`config.mk`:
```
export PLATFORM = sky130hd
export DESIGN_NAME = register_file
export DESIGN_NICKNAME = d
export VERILOG_FILES = /design/src/rtl/minimicro_pkg.sv /design/src/rtl/regfile_read_port.sv /design/src/rtl/register_file.sv
export SDC_FILE = /design/constraint.sdc
export NUM_CORES = 1
export LEC_CHECK = 0
export CORE_AREA = 2 2 221 223
export DETAILED_ROUTE_END_ITERATION = 6
export DIE_AREA = 0 0 223 225
export PLACE_DENSITY = 0.81
export SYNTH_ARGS = -nofsm -noshare
export SYNTH_HDL_FRONTEND = slang
export SYNTH_SLANG_ARGS = --single-unit
```
`constraint.sdc`:
```
create_clock -name clk -period 2.5 [get_ports clk]
set_input_delay 0.25 -clock clk [delete_from_list [all_inputs] [get_ports clk]]
set_output_delay 0.25 -clock clk [all_outputs]
set_load 0.03 [all_outputs]
```
`src/rtl/minimicro_pkg.sv`:
```
// Shared MiniMicro core constants and the architectural word type.
// Register index width and the PC index are fixed by the ISA, not by a build option.
package minimicro_pkg;
   localparam int DATA_W    = 32;
   localparam int REG_IDX_W = 4;
   localparam int PC_IDX    = 15;

   typedef logic [DATA_W-1:0] word_t;
endpackage

```
`src/rtl/regfile_read_port.sv`:
```
// One combinational read port: range check, PC redirect, and register select.
// Zero latency. There is no flow control, and the output always follows the inputs.
module regfile_read_port #(
   parameter int DATA_W = 32,
   parameter int ADDR_W = 9,
   parameter int NREGS  = 16,
   parameter int PC_IDX = 15
) (
   input  logic [ADDR_W-1:0]             addr_i,
   input  logic [DATA_W-1:0]             r15_i,
   input  logic [NREGS-1:0][DATA_W-1:0]  regs_i,
   output logic [DATA_W-1:0]             rd_o
);
   import minimicro_pkg::*;

   localparam logic [REG_IDX_W-1:0] PC_SEL = REG_IDX_W'(PC_IDX);

   logic                 addr_vld;
   logic [REG_IDX_W-1:0] idx;

   assign addr_vld = ((addr_i >> REG_IDX_W) == '0);
   assign idx      = addr_i[REG_IDX_W-1:0];

   always_comb begin
      rd_o = '0;
      if (addr_vld) begin
         if (idx == PC_SEL) rd_o = r15_i;
         else               rd_o = regs_i[idx];
      end
   end
endmodule

```
`src/rtl/register_file.sv`:
```
// MiniMicro architectural register file: 15 stored words, index 15 reads the external PC+8.
// Two combinational reads and one write per clock. There is no flow control.
module register_file #(
   parameter int DATA_W = 32,
   parameter int ADDR_W = 9,
   parameter int NREGS  = 16,
   parameter int PC_IDX = 15
) (
   input  logic              clk,
   input  logic              rst,
   input  logic [ADDR_W-1:0] A1,
   input  logic [ADDR_W-1:0] A2,
   input  logic [ADDR_W-1:0] A3,
   input  logic [DATA_W-1:0] WD3,
   input  logic              WE3,
   input  logic [DATA_W-1:0] R15,
   output logic [DATA_W-1:0] RD1,
   output logic [DATA_W-1:0] RD2
);
   import minimicro_pkg::*;

   logic                            a3_vld;
   logic [REG_IDX_W-1:0]            a3_idx;
   logic [NREGS-1:0]                wr_en;
   logic [NREGS-1:0][DATA_W-1:0]    regs_view;

   assign a3_vld = ((A3 >> REG_IDX_W) == '0);
   assign a3_idx = A3[REG_IDX_W-1:0];

   for (genvar i = 0; i < NREGS; i++) begin : g_reg
      if (i != PC_IDX) begin : g_store
         logic [DATA_W-1:0] data_q;
         logic [DATA_W-1:0] data_d;

         assign wr_en[i] = WE3 && a3_vld && (a3_idx == REG_IDX_W'(i));
         assign data_d   = wr_en[i] ? WD3 : data_q;

         always_ff @(posedge clk or negedge rst) begin
            if (!rst) data_q <= '0;
            else      data_q <= data_d;
         end

         assign regs_view[i] = data_q;
      end else begin : g_pc
         // The PC slot has no storage. The read port redirects this index before the mux.
         assign wr_en[i]     = 1'b0;
         assign regs_view[i] = '0;
      end
   end

   regfile_read_port #(
      .DATA_W(DATA_W), .ADDR_W(ADDR_W), .NREGS(NREGS), .PC_IDX(PC_IDX)
   ) u_rd1 (
      .addr_i(A1), .r15_i(R15), .regs_i(regs_view), .rd_o(RD1)
   );

   regfile_read_port #(
      .DATA_W(DATA_W), .ADDR_W(ADDR_W), .NREGS(NREGS), .PC_IDX(PC_IDX)
   ) u_rd2 (
      .addr_i(A2), .r15_i(R15), .regs_i(regs_view), .rd_o(RD2)
   );
endmodule

```
==> metrics.txt <==
# TYPE chip_impl_metric gauge
chip_impl_metric{name="fin_ws",unit="ns"} -0.0222
chip_impl_metric{name="ys_seq_area_share",unit="%"} 46.1
chip_impl_metric{name="dpl.hpwl",unit="mm"} 49.5
chip_impl_info{name="violated_checks",value="setup timing"} 1
chip_impl_metric{name="yosys_warnings",unit=""} 0
chip_impl_info{name="worst_setup_path_startpoint",value="A1[7]"} 1
chip_impl_metric{name="r2r_setup_slack",unit="ns"} 1.61
chip_impl_metric{name="floorplan_die_area",unit="µm²"} 50200
chip_impl_metric{name="post-route-util",unit="%"} 67.9
chip_impl_info{name="hold_class",value="in2async"} 1
chip_impl_metric{name="cell_pwr_density",unit="nW/µm²"} 566
chip_impl_metric{name="multi_input_comb_area",unit="µm²"} 13700
chip_impl_metric{name="grtUsageTotal",unit="%"} 31.3
chip_impl_metric{name="synth_area",unit="µm²"} 26100
chip_impl_info{name="worst_setup_path_end_kind",value="output pin"} 1
chip_impl_metric{name="achievable-frequency",unit="GHz"} 0.396
chip_impl_info{name="start_kind",value="input pin"} 1
chip_impl_metric{name="grt_antenna_before_repair",unit=""} 2
chip_impl_info{name="cts_tree",value="built"} 1
chip_impl_metric{name="finalSetupViolations",unit=""} 1
chip_impl_metric{name="max-slew-margin-rel",unit="%"} 48.2
chip_impl_info{name="worstReg2RegStart",value="g_reg[7].g_store.data_q[17]"} 1
chip_impl_metric{name="cts.sink_count",unit=""} 480
chip_impl_metric{name="cts-buffers-inserted",unit=""} 51
chip_impl_metric{name="timing.critical_path.required",unit="ns"} 2.25
chip_impl_metric{name="postSynth.asyncResetShare",unit="%"} 100
chip_impl_metric{name="port-buffer-count",unit=""} 157
chip_impl_metric{name="post-route-drc-count",unit=""} 0
chip_impl_metric{name="post_placement_setup_slack",unit="ns"} -0.487
chip_impl_metric{name="finalCriticalPeriod",unit="ns"} 2.52
chip_impl_metric{name="placed_cell_area",unit="µm²"} 29900
chip_impl_metric{name="irDropWorstVdd",unit="µV"} 617
chip_impl_info{name="outcome",value="complete, but fails checks"} 1
chip_impl_metric{name="net_count_of_the_mapped_netlist",unit=""} 1956
chip_impl_metric{name="worst_slew_pin_slew",unit="ns"} 0.777
chip_impl_metric{name="postSynthRegisterBits",unit=""} 480
chip_impl_info{name="timing.rr.end",value="g_reg[7].g_store.data_q[17]"} 1
chip_impl_metric{name="floorplan.core_area",unit="µm²"} 47500
chip_impl_metric{name="clk_path_buf_depth",unit=""} 3
chip_impl_metric{name="placementRows",unit=""} 80
chip_impl_metric{name="finalHoldViolCount",unit=""} 0
chip_impl_metric{name="route.detailed.wl_per_inst",unit="µm"} 29.0
chip_impl_metric{name="first_iter_violations",unit=""} 1742
chip_impl_metric{name="num_io_pins",unit=""} 158
chip_impl_metric{name="synth_cell_types",unit=""} 42
chip_impl_metric{name="initial_utilization",unit="%"} 54.8
chip_impl_metric{name="finalPower",unit="mW"} 18.3
chip_impl_info{name="registers.top_by_ff_count",value="g.g_store.data_q"} 1
chip_impl_metric{name="nNetsFinal",unit=""} 2157
chip_impl_metric{name="routed_wl",unit="mm"} 78.9
chip_impl_info{name="clock-root-buffer",value="sky130_fd_sc_hd__clkbuf_16"} 1
chip_impl_metric{name="syn-mean-instance-area",unit="µm²"} 14.0
chip_impl_metric{name="vias",unit=""} 18600
chip_impl_info{name="setup.worst_path.class",value="in2out"} 1
chip_impl_metric{name="worstSkewPairLatency",unit="ns"} 0.60
chip_impl_info{name="yosys_most_used_dff",value="sky130_fd_sc_hd__dfrtp_1"} 1
chip_impl_metric{name="clk_transition_reported_paths",unit="ns"} 0.06
chip_impl_metric{name="slew_viol_final",unit=""} 0
chip_impl_metric{name="areaGrowthSynthToFinish",unit="%"} 23.8
chip_impl_metric{name="netlist_instances",unit=""} 1862
chip_impl_metric{name="clock_skew",unit="ns"} 0
chip_impl_info{name="mostFrequentLayoutCell",value="sky130_fd_sc_hd__mux2_2"} 1
chip_impl_metric{name="setup-tns-final",unit="ns"} -0.0222
chip_impl_metric{name="post_route_cells_drive_above_1_share",unit="%"} 51.7
chip_impl_metric{name="die_span_in_y",unit="µm"} 225
chip_impl_metric{name="drt.antenna.violating_nets",unit=""} 0
chip_impl_metric{name="timing.reg2reg.worst_path_depth",unit=""} 2
chip_impl_metric{name="sequential_cell_area",unit="µm²"} 12000
chip_impl_metric{name="grt_overflow",unit=""} 0
chip_impl_metric{name="largest_register_ffs",unit=""} 480
chip_impl_info{name="biggestRegsByFlops",value="g.g_store.data_q (480)"} 1
chip_impl_metric{name="grt_start_max_net_pins",unit=""} 77
chip_impl_metric{name="detail_route.vias_per_cell",unit=""} 6.85
chip_impl_metric{name="final_design_area_no_fill",unit="µm²"} 32300
chip_impl_metric{name="detailedRoute.firstPassIterationCount",unit=""} 5
chip_impl_metric{name="p_leak",unit="nW"} 15.1
chip_impl_metric{name="htreeDepth",unit=""} 2
chip_impl_metric{name="synth-edff-count",unit=""} 0
chip_impl_metric{name="drv.max_cap_violation_count",unit=""} 0
chip_impl_metric{name="critPathArrivalTime",unit="ns"} 2.27
chip_impl_metric{name="grt_first_pass_wirelength",unit="mm"} 119
chip_impl_metric{name="first_global_vias",unit=""} 19400
chip_impl_metric{name="gp_congestion",unit=""} 0.863
chip_impl_metric{name="fillers",unit=""} 3133
chip_impl_metric{name="die_w",unit="µm"} 223
chip_impl_info{name="highest_count_cells_in_the_layout_ignoring_fill_and_taps",value="523 x sky130_fd_sc_hd__mux2_2, 480 x sky130_fd_sc_hd__dfrtp_1, 165 x sky130_fd_sc_hd__mux4_2"} 1
chip_impl_metric{name="post-route-period-util",unit="%"} 101
chip_impl_metric{name="path_max_fanout",unit=""} 4
critical path, stage by stage:
cell and delay [ns]:
sky130_fd_sc_hd__clkdlybuf4s15_1 0.16, sky130_fd_sc_hd__or4_4 0.54, sky130_fd_sc_hd__nor3b_4 0.24, sky130_fd_sc_hd__buf_6 0.18, sky130_fd_sc_hd__buf_12 0.12, sky130_fd_sc_hd__buf_12 0.10, sky130_fd_sc_hd__nand4_1 0.22, sky130_fd_sc_hd__o211ai_1 0.18
sky130_fd_sc_hd__buf_4 0.16, sky130_fd_sc_hd__buf_12 0.11
cell families after synthesis:
kind of cell           share of synthesized area, %
DFF                                            46.1
and+or+nand+nor                                2.75
AOI/OAI and AO/OA                              6.36
muxes                                          41.7
buffers and inverters                          3.12
metal layers:
metal / vias up / track usage (%) / share of wire [%]
li1: 7621 / - / -
met1: 9807 / 40.9 / 39
met2: 961 / 50.2 / 48
met3: 246 / 6.56 / 8.8
met4: 2 / 15.6 / 4.7
met5: - / 0 / 0.011
cells in the mapped netlist (all sizes together), types with 19 or more instances:
cell    instances  share of area, %
o32ai          19              0.64
clkbuf         93               1.3
mux2i         117               4.5
o21ai          49              0.94
o221ai         33               1.1
buf            89               1.5
nand2          26              0.37
mux4          165                14
inv            20              0.29
nor2           26              0.38
mux2          531                23
nor2b          19              0.46
dfrtp         480                46
o22ai          72               1.7
layout make-up:
type / count / share of cell area (%)
multi-input cells: 1180 / 42.5
flip-flops and latches: 480 / 37.2
repair buffers: 330 / 12.0
clock buffers: 77 / 4.67
well taps: 615 / 2.39
clock inverters: 17 / 0.970
inverters: 20 / 0.233
diodes: 1 / 0.00776
repair_timing:
item	4_1_cts	5_1_grt
buffers inserted	5	8
resized for setup	59	47
setup endpoints to repair	63	53
hold buffers	1	0
cloned	1	3
endpoints found under the hold margin	64	0
pin swaps	19	14
metrics by stage:
stage,hold WS [ns],std cells
global placement,0.299,2609
detailed placement,0.311,2609
global route,0.328,2720
finish,0.197,2720
CTS,0.280,2710
floorplan,-0.0456,1862
how the worst max path moves through the flow:
stage | cells past startpoint | endpoint
2_1_floorplan | 7 | RD1[3]
4_1_cts | 8 | RD2[24]
6_report | 10 | RD1[10]
5_1_grt | 6 | RD1[29]
3_3_place_gp | 9 | RD1[29]
3_5_place_dp | 8 | RD1[7]
where the power goes:
| part | switching, mW | internal [mW] |
|---|---|---|
| combinational | 0.998 | 0.854 |
| clock | 3.19 | 5.07 |
| sequential | 0.157 | 7.98 |
| total | 4.35 | 13.9 |
Note: power is estimated with default switching activity, not from simulation.
